--- config.mk ---
export PLATFORM = sky130hd
export DESIGN_NAME = nnrv_mem_arb
export DESIGN_NICKNAME = d
export VERILOG_FILES = /design/src/rtl/nnrv_mem_arb.sv
export SDC_FILE = /design/constraint.sdc
export NUM_CORES = 1
export LEC_CHECK = 0
export CORE_AREA = 3 3 79 81
export DETAILED_ROUTE_END_ITERATION = 10
export DIE_AREA = 0 0 82 84
export PLACE_DENSITY = 0.79
export SETUP_SLACK_MARGIN = 0.1
export SYNTH_ARGS = -nofsm -noshare
export SYNTH_HDL_FRONTEND = slang
export SYNTH_SLANG_ARGS = --single-unit
export TNS_END_PERCENT = 20
--- constraint.sdc ---
create_clock -name i_clk -period 2.5 [get_ports i_clk]
set_input_delay 0.5 -clock i_clk [delete_from_list [all_inputs] [get_ports i_clk]]
set_output_delay 0.5 -clock i_clk [all_outputs]
set_load 0.01 [all_outputs]
--- src/rtl/nnrv_mem_arb.sv ---
// Two-requester arbiter (IF fetch vs MEM load/store) for a single-port synchronous-read RAM.
// Optional IF anti-starvation fairness counter: define NNRV_MEM_ARB_FAIR_EN.
module nnrv_mem_arb #(
  parameter int unsigned ADDR_WIDTH = 8,
  parameter int unsigned XLEN       = 32,
  parameter int unsigned STARVE_MAX = 4
) (
  input  logic                  i_clk,
  input  logic                  i_rst_n,
  input  logic                  i_if_req,
  input  logic [ADDR_WIDTH-1:0] i_if_addr,
  output logic                  o_if_gnt,
  output logic                  o_if_stall,
  output logic                  o_if_rvalid,
  output logic [XLEN-1:0]       o_if_rdata,
  input  logic                  i_mem_req,
  input  logic                  i_mem_we,
  input  logic [ADDR_WIDTH-1:0] i_mem_addr,
  input  logic [XLEN-1:0]       i_mem_wdata,
  input  logic [3:0]            i_mem_mask,
  output logic                  o_mem_gnt,
  output logic                  o_mem_rvalid,
  output logic [XLEN-1:0]       o_mem_rdata,
  output logic [ADDR_WIDTH-1:0] o_ram_addr,
  output logic                  o_ram_rd_en,
  output logic                  o_ram_wr_en,
  output logic [3:0]            o_ram_mask,
  output logic [XLEN-1:0]       o_ram_wdata,
  input  logic [XLEN-1:0]       i_ram_rd_data
);

  typedef enum logic [1:0] {
    OWN_IDLE,
    OWN_IF_RD,
    OWN_MEM_RD
  } owner_e;

  // A zero threshold would leave the fairness counter with no bits.
  if (STARVE_MAX < 1) begin : g_bad_starve_max
    $error("nnrv_mem_arb: STARVE_MAX must be at least 1");
  end

  owner_e owner_q;
  logic   if_prio;
  logic   if_gnt;
  logic   mem_gnt;

`ifdef NNRV_MEM_ARB_FAIR_EN
  localparam int unsigned CNT_W = $clog2(STARVE_MAX + 1);

  logic [CNT_W-1:0] starve_q;

  assign if_prio = (starve_q == CNT_W'(STARVE_MAX));

  // Counts MEM wins over a waiting IF; any IF win or IF going quiet restarts the run.
  always_ff @(posedge i_clk or negedge i_rst_n) begin
    if (!i_rst_n) begin
      starve_q <= '0;
    end else if (if_gnt || !i_if_req) begin
      starve_q <= '0;
    end else if (mem_gnt && !if_prio) begin
      starve_q <= starve_q + 1'b1;
    end
  end
`else
  assign if_prio = 1'b0;
`endif

  // Grants are gated by reset so nothing reaches the RAM while reset is held.
  assign mem_gnt    = i_rst_n & i_mem_req & ~(i_if_req & if_prio);
  assign if_gnt     = i_rst_n & i_if_req & ~mem_gnt;
  assign o_mem_gnt  = mem_gnt;
  assign o_if_gnt   = if_gnt;
  assign o_if_stall = i_rst_n & i_if_req & ~if_gnt;

  assign o_ram_rd_en = if_gnt | (mem_gnt & ~i_mem_we);
  assign o_ram_wr_en = mem_gnt & i_mem_we;
  assign o_ram_addr  = mem_gnt ? i_mem_addr :
                       if_gnt  ? i_if_addr  : '0;
  assign o_ram_mask  = mem_gnt ? i_mem_mask :
                       if_gnt  ? 4'b1111    : 4'b0000;
  assign o_ram_wdata = i_mem_wdata;

  // NOTE: sequential state uses non-blocking assignments so every flop samples pre-edge values.
  always_ff @(posedge i_clk or negedge i_rst_n) begin
    if (!i_rst_n) begin
      owner_q <= OWN_IDLE;
    end else if (if_gnt) begin
      owner_q <= OWN_IF_RD;
    end else if (mem_gnt && !i_mem_we) begin
      owner_q <= OWN_MEM_RD;
    end else begin
      owner_q <= OWN_IDLE;
    end
  end

  assign o_if_rvalid  = (owner_q == OWN_IF_RD);
  assign o_mem_rvalid = (owner_q == OWN_MEM_RD);
  assign o_if_rdata   = o_if_rvalid  ? i_ram_rd_data : '0;
  assign o_mem_rdata  = o_mem_rvalid ? i_ram_rd_data : '0;

endmodule
==> qor.csv <==
metric,value,unit
cp-start-kind,input port,
syn_nets,224,
internal-power,0.3150,mW
synth_compound_area_frac,0.1478,
path_class,input port to output pin,
pre_cts_ws,-0.006790,ns
synth_xor_xnor_area_share,0,
synth_top_area_cell,and2_1,
dieArea,6888,sq um
finalWirelength,4004,microns
synth_top_family_by_area,simple AND/OR/NAND/NOR gates,
synth_cells,135,
fillers,556,
wl_met1,1319,microns
synth.mux.area_fraction,0,
synth_fa_ha_area_frac,0,
tightest_slew,0.2545,ns
crit_arrival,1.78,ns
cp_slowest_stage_delay,0.47,ns
firstDrtPassIters,2,
yosys.area_share.simple,0.4943,
p_comb_frac,0.627,
ys_ff_latch,2,
grt_max_degree,34,
path_buf_inv,2,
cts_sinks,2,
final_cells,315,
seq_area_frac_synth,0.05096,
critPathCaptureType,output pin,
top_signal_layer_used,met4,
cp_data_required_time,2.00,ns
track_usage,0.1083,
initial_core_util,0.1773,
setup_viol,0,
drive_gt1_frac,0.1193,
ant_nets,0,
drt_iter0_markers,24,
yosys_warnings,0,
largest_register_ffs,2,
cts.htree.levels,1,
fin_nets,334,
antenna_found_initial,0,
die_y,84,microns
postPlaceCellArea,2203,sq um
dr_total_vias,1261,
clock_path_buffers,2,
synth_area_per_cell,7.275,sq um
postLayoutCellArea,2258,sq um
clock-root-buffer,clkbuf_8,
regMostFlops,owner_q,
crit_slowest_cell,clkdlybuf4s50_1,
path_cells,dlygate4sd2_1 -> and2_2 -> a32o_2 -> clkdlybuf4s50_1,
hold_viol,0,
timing.final.crit_share,0.9139,
wl_met2,1998,microns
wire_per_inst,12.71,microns
worstPathMaxFanout,7,
maxCapViolCount,0,
ir_drop,182.1,uV
numCtsBuffers,3,
netlist_top_cells_area,"and2_1, buf_4, a32o_2, dfrtp_1, a21boi_2",
io_buffer_count,139,
rsz0062_at_grt,false,
grt_pass1_vias,1265,
slew-limit-headroom,0.8304,
netSwitchingPower,0.1127,mW
fp-row-count,27,
setup_tns,0,ns
synth.distinct_cells,17,
p_leak,0.9179,nW
viasPerCell,4.003,
dp_hpwl,3333,microns
swShare,0.2634,
p_per_area,189.4,nW/um^2
grt_pass1_wl,6030,microns
overflow,0,
die_width,82,microns
n_antenna_cell,0,
hp-class,input port to asynchronous set/reset pin,
area_growth,129.9,%
wl_met3,647,microns
fmaxAchievable,0.4377,GHz
coreArea,5540,sq um
crit_family,buffers and inverters,
gp_congestion,0.7122,
dpl.cell_count,310,
finalWorstSetupSlack,0.2152,ns
pwr-share-clk,0.292,
synthesis.area,982.2,sq um
reg_top3,owner_q x2,
yosysTopAreaCellShare,0.4140,
whs,0.4638,ns
drv_slew,0,
fin_crit,2.285,ns
clk_pin_slew_worst_paths,0.03,ns
io_pins,204,
postCtsSetupBuffers,0,
drc,0,
cts_tree,yes,
run_status,completed,
power_frac_seq,0.081,
==> per-layer routing <==
metal | vias up | global-route usage
met5 | - | 0
met4 | 0 | 0.02266
met3 | 6 | 0.04428
met2 | 100 | 0.2050
met1 | 535 | 0.1067
li1 | 620 | -
==> path summary, 6_finish.rpt <==
kind	from	end	cells past startpoint
min in group i_clk	i_mem_req	owner_q[0]	3
hold / removal	i_rst_n	owner_q[1]	2
setup / recovery	i_rst_n	o_ram_addr[1]	4
max in group asynchronous	i_rst_n	owner_q[0]	2
==> logic make-up after synthesis <==
family,after synthesis
simple gates,78
compound gates,13
flops,2
buf+inv,42
==> power groups by stage <==
stage	clock network (mW)	registers, mW	logic (mW)
4_1_cts	0.129	0.0345	0.272
5_1_grt	0.133	0.0346	0.290
3_5_place_dp	0	0.0348	0.270
3_3_place_gp	0	0.0348	0.268
6_report	0.125	0.0345	0.268
2_1_floorplan	0	0.0347	0.138
==> layout by cell type (no fill, tap or decap) <==
cell type / count
inv_2: 1
clkdlybuf4s50_1: 135
nor2b_2: 1
and2_2: 2
and2b_1: 1
dlygate4sd2_1: 4
buf_4: 5
nand2_1: 5
and2_1: 65
and2_4: 2
and3_2: 2
a32o_2: 8
dfrtp_1: 2
clkbuf_8: 3
nor2b_1: 1
a21boi_2: 4
o211a_1: 1
nand2b_2: 1
==> timing repair <==
item,4_1_cts,5_1_grt
gates resized for setup,6,0
hold buffers,0,0
setup endpoints to repair,16,0
==> cells in the mapped netlist <==
cell	n
and2_1	65
buf_4	32
a32o_2	8
buf_2	7
nand2_1	5
a21boi_2	4
and3_2	2
buf_6	2
dfrtp_1	2
and2_2	1
and2_4	1
and2b_1	1
inv_2	1
nand2b_1	1
nor2b_1	1
nor2b_2	1
o211a_1	1
==> through the flow <==
stage / utilization / total power [mW]
after floorplan: - / 0.1723
final: 0.4076 / 0.4277
after global placement: 0.3977 / 0.3029
after global routing: 0.4076 / 0.4574
after CTS: 0.4076 / 0.4356
after detailed placement: 0.3977 / 0.3048
==> layout make-up <==
type | count | area, sq um | share of cell area
timing repair buffer | 144 | 1424 | 0.6305
multi-input combinational | 93 | 649.4 | 0.2875
tap | 72 | 90.09 | 0.03989
sequential | 2 | 50.05 | 0.02216
clock buffer | 3 | 41.29 | 0.01828
inverter | 1 | 3.754 | 0.001662
(Power assumes the default switching activity.)
